[src/rtl/mem_arb_pkg.sv]
// rtl/mem_arb_pkg.sv - shared types and constants for the two-client memory arbiter
// State encoding, client ids and default port widths used by mem_arbiter and mem_arb_pick.
package mem_arb_pkg;

  localparam int DEF_ADDR_W = 28;
  localparam int DEF_DATA_W = 128;

  typedef enum logic [1:0] {
    IDLE  = 2'd0,
    GNT_I = 2'd1,
    GNT_D = 2'd2
  } arb_state_e;

  localparam logic CLI_I = 1'b0;
  localparam logic CLI_D = 1'b1;

  function automatic arb_state_e grant_state(input logic id);
    return (id == CLI_D) ? GNT_D : GNT_I;
  endfunction

endpackage

[src/rtl/mem_arb_pick.sv]
// rtl/mem_arb_pick.sv - combinational grant selection between the I and D clients
// ARB_ROUND_ROBIN_EN selects round-robin on ties; otherwise D has fixed priority over I.
module mem_arb_pick
  import mem_arb_pkg::*;
(
  input  logic i_req,
  input  logic d_req,
  input  logic rr_last,
  output logic grant_valid,
  output logic grant_id
);

  assign grant_valid = i_req | d_req;

`ifdef ARB_ROUND_ROBIN_EN
  // On a tie, serve whichever client was not granted last.
  always_comb begin
    grant_id = CLI_I;
    if (i_req && d_req) begin
      grant_id = (rr_last == CLI_D) ? CLI_I : CLI_D;
    end else if (d_req) begin
      grant_id = CLI_D;
    end
  end
`else
  logic unused_rr_last;
  assign unused_rr_last = rr_last;
  assign grant_id       = d_req ? CLI_D : CLI_I;
`endif

endmodule

[src/rtl/mem_arbiter.sv]
// rtl/mem_arbiter.sv - grants the shared main-memory port to the I-cache or D-cache
// Grant held until mem_ready or client abort; tie policy set by ARB_ROUND_ROBIN_EN.
module mem_arbiter
  import mem_arb_pkg::*;
#(
  parameter int ADDR_W = DEF_ADDR_W,
  parameter int DATA_W = DEF_DATA_W
) (
  input  logic              clk,
  input  logic              rst_n,
  input  logic              i_read,
  input  logic              i_write,
  input  logic [ADDR_W-1:0] i_addr,
  input  logic [DATA_W-1:0] i_wdata,
  output logic [DATA_W-1:0] i_rdata,
  output logic              i_ready,
  input  logic              d_read,
  input  logic              d_write,
  input  logic [ADDR_W-1:0] d_addr,
  input  logic [DATA_W-1:0] d_wdata,
  output logic [DATA_W-1:0] d_rdata,
  output logic              d_ready,
  output logic              mem_read,
  output logic              mem_write,
  output logic [ADDR_W-1:0] mem_addr,
  output logic [DATA_W-1:0] mem_wdata,
  input  logic [DATA_W-1:0] mem_rdata,
  input  logic              mem_ready
);

  arb_state_e state_q, state_d;
  logic       rr_last_q, rr_last_d;
  logic       i_req, d_req;
  logic       grant_valid, grant_id;

  assign i_req = i_read | i_write;
  assign d_req = d_read | d_write;

  mem_arb_pick u_pick (
    .i_req       (i_req),
    .d_req       (d_req),
    .rr_last     (rr_last_q),
    .grant_valid (grant_valid),
    .grant_id    (grant_id)
  );

  always_ff @(posedge clk or negedge rst_n) begin
    if (!rst_n) begin
      state_q   <= IDLE;
      rr_last_q <= CLI_I;
    end else begin
      state_q   <= state_d;
      rr_last_q <= rr_last_d;
    end
  end

  // Every grant returns through IDLE, so a client holding its request is re-arbitrated.
  always_comb begin
    state_d   = state_q;
    rr_last_d = rr_last_q;
    case (state_q)
      IDLE: begin
        if (grant_valid) begin
          state_d   = grant_state(grant_id);
          rr_last_d = grant_id;
        end
      end
      GNT_I: begin
        if (mem_ready || !i_req) state_d = IDLE;
      end
      GNT_D: begin
        if (mem_ready || !d_req) state_d = IDLE;
      end
      default: state_d = IDLE;
    endcase
  end

  // Write wins when a client raises both strobes.
  always_comb begin
    mem_read  = 1'b0;
    mem_write = 1'b0;
    mem_addr  = '0;
    mem_wdata = '0;
    i_ready   = 1'b0;
    i_rdata   = '0;
    d_ready   = 1'b0;
    d_rdata   = '0;
    case (state_q)
      GNT_I: begin
        mem_write = i_write;
        mem_read  = i_read & ~i_write;
        mem_addr  = i_addr;
        mem_wdata = i_wdata;
        i_ready   = mem_ready;
        i_rdata   = mem_ready ? mem_rdata : '0;
      end
      GNT_D: begin
        mem_write = d_write;
        mem_read  = d_read & ~d_write;
        mem_addr  = d_addr;
        mem_wdata = d_wdata;
        d_ready   = mem_ready;
        d_rdata   = mem_ready ? mem_rdata : '0;
      end
      default: ;
    endcase
  end

endmodule
[config.mk]
export PLATFORM = sky130hd
export DESIGN_NAME = mem_arbiter
export DESIGN_NICKNAME = d
export VERILOG_FILES = /design/src/rtl/mem_arb_pkg.sv /design/src/rtl/mem_arb_pick.sv /design/src/rtl/mem_arbiter.sv
export SDC_FILE = /design/constraint.sdc
export NUM_CORES = 1
export LEC_CHECK = 0
export CORE_AREA = 3 3 332 334
export DETAILED_ROUTE_END_ITERATION = 16
export DIE_AREA = 0 0 335 337
export PLACE_DENSITY_LB_ADDON = 0.12
export SLEW_MARGIN = 10
export SYNTH_ARGS = -nofsm -noshare
export SYNTH_HDL_FRONTEND = slang
export SYNTH_SLANG_ARGS = --single-unit
[constraint.sdc]
create_clock -name clk -period 4.3 [get_ports clk]
set_clock_uncertainty 0.1 [all_clocks]
set_input_delay 0.86 -clock clk [delete_from_list [all_inputs] [get_ports clk]]
set_output_delay 0.86 -clock clk [all_outputs]
set_load 0.01 [all_outputs]
# After elaboration in Yosys (flattened, before gate mapping)
# Cells that the tools add are included.
[totals]
regBits = 2
inputBits = 447
out_inout_bits = 416
elab_cells = 34
[op_classes]
eq_ne = 5
mux = 15
n_bitwise = 7
reduce_logical = 6
[ops]
columns = ["cell", "n"]
rows = [
  ["128-bit two-way mux", 3],
  ["128-bit one-hot mux with 2 select lines", 1],
  ["28-bit one-hot mux with 2 select lines", 1],
  ["2-bit two-way mux", 4],
  ["2-bit inequality test (second input constant)", 3],
  ["2-bit one-hot mux with 3 select lines", 1],
  ["1-bit one-hot mux with 2 select lines", 2],
  ["1-bit two-way mux", 3],
  ["1-bit OR", 3],
  ["3-bit AND reduction", 1],
  ["1-bit AND", 2],
  ["2-bit by 1-bit == test with 1-bit output (second input constant)", 1],
  ["2-bit == test (second input constant)", 1],
  ["1-bit zero test", 2],
  ["2-bit zero test", 1],
  ["1-bit logical OR", 2],
  ["1-bit inverter", 2],
]

# Longest topological paths before layout
# Gate-level depths: netlist of run 1.
[logic_depth]
depth_word = 5
ltp_mapped = 7
depth_no_buf = 5

# By module
# A second synthesis of run 1 with hierarchy kept.
[unflattened]
cells_unflattened = 713
hier_area_um2 = 4513.1
[modules_own_cells]
columns = ["mod", "instances", "cells_per_inst", "area_per_inst_um2", "seq_area_each_um2"]
rows = [
  ["mem_arbiter", 1, 711, 4499.3, 75.1],
  ["mem_arb_pick", 1, 2, 13.8, 0.0],
]

# Worst setup path after synthesis of run 1
# Ideal clock, no wire load.
[synth_path]
kind = "input to output"
from = "input port mem_ready"
to = "output port i_rdata[100]"
arrival_time_ns = 1.549
required_time_ns = 3.340
setup_slack_ns = 1.791
cell_stages = 4
path_buffers = 3
path_cell_list = "buf_4 clkbuf_2 clkbuf_1 and3_1"
[synth_via]
elab_chain_cells = 2
[synth_rtl]
columns = ["item", "line_no", "source"]
rows = [
  ["start: declaration", "mem_arbiter.sv:28", "input logic mem_ready"],
  ["128-bit two-way mux", "mem_arbiter.sv:95", "i_rdata = mem_ready ? mem_rdata : '0;"],
  ["128-bit two-way mux", "mem_arbiter.sv:88", "case (state_q)"],
  ["end: declaration", "mem_arbiter.sv:15", "output logic [DATA_W-1:0] i_rdata,"],
]
# Every way passes these cells.

# Worst setup path after layout of run 1
[layout_path]
from = "register state_q[0]"
to = "output port mem_write"
[layout_via]
elab_chain_cells = 2
word_cells_on_any_way = 3
cone_classes = "eq/ne: 2; mux: 1"
[layout_rtl]
columns = ["item", "line_no", "source"]
rows = [
  ["start: declaration", "mem_arbiter.sv:31", "arb_state_e state_q, state_d;"],
  ["start signal: assignment", "mem_arbiter.sv:52", "state_q <= state_d;"],
  ["2-bit == test or 2-bit by 1-bit == test with 1-bit output (tied branches)", "mem_arbiter.sv:88", ""],
  ["1-bit one-hot mux with 2 select lines (*)", "mem_arbiter.sv:88", ""],
  ["end: declaration", "mem_arbiter.sv:24", "output logic mem_write,"],
]
# Mark *: on every way between the ends. The rest lies on a longest branch, timed or not.

==> results of run 1 <==
[Yosys cell counts]
cell type  count  area, µm²
nor3b_1        1       7.51
o211ai_1       1       7.51
inv_1          2       7.51
clkbuf_1      52        195
nand2_1        2       7.51
buf_2         50        250
ha_1           5       62.6
o21ai_1        1       5.00
nor2_1         2       7.51
or2_2          2       12.5
a22oi_1      159       1190
nor2b_1      159        995
and3_1       256       1600
o2111ai_1      1       8.76
nand2b_1       2       12.5
clkbuf_2       2       10.0
o21ai_0        1       5.00
dfrtp_1        2       50.1
and2_1         3       18.8
a221oi_2       1       15.0
nand3b_1       1       7.51
buf_4          5       37.5
[worst max-delay path: cells and delay by family, from the launching register on]
kind / cells / cell delay [ps]
fa+ha+maj: 1 / 410
buf+inv: 3 / 1220
simple gates: 1 / 170
compound gates: 1 / 220
flops: 1 / 450
[layer usage]
metal	GRT usage, %	routed length, µm
met3	4.55	6760
met4	0.767	639
met5	0	145
met2	21.9	36900
met1	13.7	28300
[kinds of logic after synthesis]
logic type / synth area share (%)
adder cells (fa/ha/maj): 1.38
buffers and inverters: 11.1
AND/OR/NAND/NOR: 59.1
AO/OA/AOI/OAI: 27.3
flip-flops: 1.11
[final cells by class]
cell class              instances  area, µm²  area share (%)
repair buffers                892       8940            60.2
multi-input cells             597       4020            27.0
well taps                    1403       1760            11.8
clock buffers                   3       75.1           0.505
flip-flops and latches          2       50.0           0.337
diodes                          4       10.0          0.0674
inverters                       2       7.51          0.0505
[power by group through the flow]
stage                     Clock [mW]  Combinational, mW  Sequential [mW]
after floorplan                    0               2.61           0.0335
after global placement             0               6.29           0.0422
after detailed placement           0               6.26           0.0425
after CTS                      0.143               6.29           0.0425
after global routing           0.147               6.54           0.0440
final                          0.141               6.06           0.0417
[per-stage QoR]
stage,total power [mW],utilization [%]
after global routing,6.73,13.9
final,6.24,13.9
after CTS,6.47,13.9
after detailed placement,6.30,13.8
after global placement,6.33,13.8
after floorplan,2.64,-
[final timing paths]
check / endpoint / start / slack (ps) / depth (start not counted)
max in group asynchronous: state_q[0] / rst_n / 3240 / 1
worst max register to register: state_q[0] / state_q[1] / 2440 / 5
worst min register to register: state_q[1] / state_q[1] / 680 / 2
worst max-delay path: mem_write / state_q[0] / 570 / 6
min in group asynchronous: state_q[1] / rst_n / 720 / 1
worst min-delay path: state_q[1] / state_q[1] / 680 / 2
==> results_dict.tcl, run 1 <==
set metrics [dict create \
    outcome "finished clean" \
    setup_tns_ps 0 \
    cp_slowest_cell "clkdlybuf4s50_1" \
    port_buffers 862 \
    powerDensity_mw_per_mm2 420 \
    grt.overflow.total 0 \
    root_buffer "clkbuf_16" \
    dieArea_mm2 0.113 \
    start_util_pct 4.21 \
    maxCapViolCount 0 \
    vdd_drop_max_uv 241 \
    grt_pass1_wl_um 93000 \
    grt.total_usage_pct 12.0 \
    avgSynthCellArea_um2 6.36 \
    grt_pass1_vias 9611 \
    maxSlewHeadroom_pct 47.3 \
    cts_max_level 1 \
    holdWs_ps 684 \
    p_int_mw 3.09 \
    io_pins 863 \
    layout.cells.non_filler 2903 \
    ys_warn_count 0 \
    synth-seq-area-share_pct 1.11 \
    cts_hold_buf 0 \
    clkLatencyLatePin_ps 220 \
    drive_above_1_share_pct 2.74 \
    dr.pass1.iters 5 \
    drc 0 \
    p_sw_mw 3.15 \
    top_register "state_q" \
    layout_setup_ws_ps 567 \
    drt_iter0_drc 435 \
    power.leakage_nw 5.49 \
    rows 120 \
    nNetsFinal 1950 \
    antenna_found_initial 33 \
    place_ws_ps 633 \
    critPathRequiredTime_ps 3340 \
    routedWlPerCell_um 25.0 \
    arrival_ps 2770 \
    dpl.hpwl_um 62800 \
    largest_register_ff_count 2 \
    ctsResizeCount 0 \
    slew_viol_final 0 \
    setup.worst_path.start_class "register" \
    cts-buffers-inserted 3 \
    critical_path_class "register to output port" \
    syn-cell-area_mm2 0.00452 \
    detail-route-antenna-nets 0 \
    top_regs "state_q x2" \
    routed_wl_um 72700 \
    gp_congestion 0.839 \
    rsz0062_at_grt "false" \
    p_sw_share_pct 50.4 \
    power_frac_seq_pct 0.7 \
    grt_max_degree 84 \
    final_common_cell "clkdlybuf4s50_1" \
    period_needed_ps 3730 \
    end_kind "output port" \
    clkTransAtPathRegs_ps 30 \
    fillers 12300 \
    hold_viol_final 0 \
    fmax_mhz 268 \
    max_stage_delay_ps 610 \
    vias 9222 \
    cts_setup_buffers 0 \
    dp.cells 2896 \
    crit_chain "inv_1 > ha_4 > buf_12 > a22oi_1 > nor2b_1 > clkdlybuf4s50_1" \
    postLayoutCellArea_mm2 0.0149 \
    hp-class "register to register" \
    die_h_um 337 \
    coreArea_mm2 0.107 \
    tritoncts "done" \
    clkSinkCount 2 \
    synthToLayoutAreaGrowth_pct 229 \
    crit_fanout 76 \
    setup_viol 0 \
    synth_nets 1162 \
    fin_crit_sh_pct 86.8 \
    dpl_cell_area_mm2 0.0148 \
    viasPerCell 3.18 \
    p_comb_share_pct 97.1 \
    syn-instance-count 710 \
    die_w_um 335 \
    tightestPinTransition_ps 791 \
    p_clk_share_pct 2.3 \
    synth-seq-cells 2 \
    layout_common_cells "861 x clkdlybuf4s50_1, 256 x and3_1, 159 x a22oi_1, 159 x nor2b_1, 23 x buf_4" \
    ys_types 22 \
    clock_path_buffers 2 \
]
No activity file was read; power rests on OpenSTA's default activity.
==> inputs of run 2 (changes only) <==
- PLACE_DENSITY: unset -> 0.3
- PLACE_DENSITY_LB_ADDON: 0.12 -> unset
==> results_dict.tcl, run 2 (synthesized netlist as in run 1, its figures left out) <==
set metrics [dict create \
    cts_hold_buf 0 \
    layout.cells.non_filler 2893 \
    top_regs "state_q x2" \
    max_stage_delay_ps 600 \
    dpl.hpwl_um 75800 \
    largest_register_ff_count 2 \
    rr_startpoint "state_q[0]" \
    slew_viol_final 0 \
    setup_viol 0 \
    root_buffer "clkbuf_16" \
    top_register "state_q" \
    port_buffers 862 \
    grt.overflow.total 0 \
    drt_iter0_drc 590 \
    cts_max_level 1 \
    routedWlPerCell_um 29.9 \
    cp-endpoint "mem_wdata[1]" \
    hold_viol_final 0 \
    clkSinkCount 2 \
    grt_max_degree 170 \
    critPathRequiredTime_ps 3340 \
    cp_slowest_cell "clkdlybuf4s50_1" \
    antenna_found_initial 48 \
    drc 0 \
    start_util_pct 4.21 \
    die_w_um 335 \
    setup_tns_ps 0 \
    multi_input_area_mm2 0.00402 \
    holdWs_ps 737 \
    crit_start "state_q[1]" \
    ff2ff_path_depth 5 \
    drive_above_1_share_pct 2.02 \
    cp_num_cells 6 \
    fin_crit_sh_pct 91.4 \
    vias 9480 \
    synthToLayoutAreaGrowth_pct 228 \
    critPathTopFamily "buffers and inverters" \
    critical_path_class "register to output port" \
    cts-buffers-inserted 3 \
    cp_num_buf_inv 3 \
    final-seq-area_um2 50.0 \
    clkTransAtPathRegs_ps 30 \
    dr.pass1.iters 5 \
    layout_common_cells "859 x clkdlybuf4s50_1, 256 x and3_1, 159 x a22oi_1, 159 x nor2b_1, 10 x buf_12" \
    ctsResizeCount 0 \
    grt.total_usage_pct 14.3 \
    hp-class "input pin to asynchronous set/reset pin" \
    fmax_mhz 255 \
    maxSlewHeadroom_pct 48.0 \
    crit_chain "inv_1 > ha_4 > buf_12 > a22oi_1 > nor2b_1 > clkdlybuf4s50_1" \
    setup.worst_path.start_class "register" \
    clkLatencyLatePin_ps 220 \
    crit_fanout 97 \
    dieArea_mm2 0.113 \
    dp.cells 2883 \
    grt_pass1_vias 9863 \
    tightestPinTransition_ps 779 \
    final_common_cell "clkdlybuf4s50_1" \
    vdd_drop_max_uv 297 \
    end_kind "output port" \
    rsz0062_at_grt "false" \
    maxCapViolCount 0 \
    coreArea_mm2 0.107 \
    finish.utilization_pct 13.8 \
    detail-route-antenna-nets 0 \
    die_h_um 337 \
    grt_pass1_wl_um 107000 \
    gp_congestion 0.900 \
    nNetsFinal 1937 \
    power.leakage_nw 5.44 \
    cts_setup_buffers 0 \
    clock_path_buffers 2 \
    r2r_end "state_q[0]" \
    outcome "finished clean" \
    period_needed_ps 3930 \
    r2r_slack_ps 2470 \
    io_pins 863 \
    powerDensity_mw_per_mm2 435 \
    fillers 12400 \
    viasPerCell 3.28 \
    tritoncts "done" \
    rows 120 \
    routed_wl_um 86400 \
    arrival_ps 2970 \
]
[run 2: layer usage]
metal,global-route usage (%),vias up,part of all wire (%),routed length (µm)
li1,-,4171,-,-
met1,17.0,4616,40,34700
met2,25.2,573,49,42300
met3,5.73,86,9.9,8570
met4,0.664,34,0.60,520
met5,0,-,0.28,238
[run 2: worst min-delay path by stage]
stage          startpoint          to  slack [ps]
4_1_cts             rst_n  state_q[1]         750
3_5_place_dp   state_q[1]  state_q[1]         720
2_1_floorplan       rst_n  state_q[0]         460
3_3_place_gp   state_q[1]  state_q[1]         690
5_1_grt             rst_n  state_q[1]         750
6_report            rst_n  state_q[1]         740
[run 2: final cells by class]
type,count,area share [%]
Sequential cell,2,0.338
Tap cell,1403,11.9
Timing Repair Buffer,879,60.0
Clock buffer,3,0.507
Inverter,2,0.0507
Multi-Input combinational cell,597,27.1
Antenna cell,7,0.118
[run 2: per-stage QoR]
stage               cell area [µm²]  setup WS (ps)  power [mW]
floorplan                      4520           1790        2.64
global placement              14700            503        6.47
detailed placement            14700            507        6.44
CTS                           14800            276        6.64
global route                  14800            224        6.86
finish                        14800            372        6.44
[run 2: where the power goes]
part	internal [mW]	switching (mW)	total, mW
Clock	0.118	0.0227	0.141
Combinational	2.93	3.33	6.26
Sequential	0.0277	0.0145	0.0422
Total	3.07	3.37	6.44
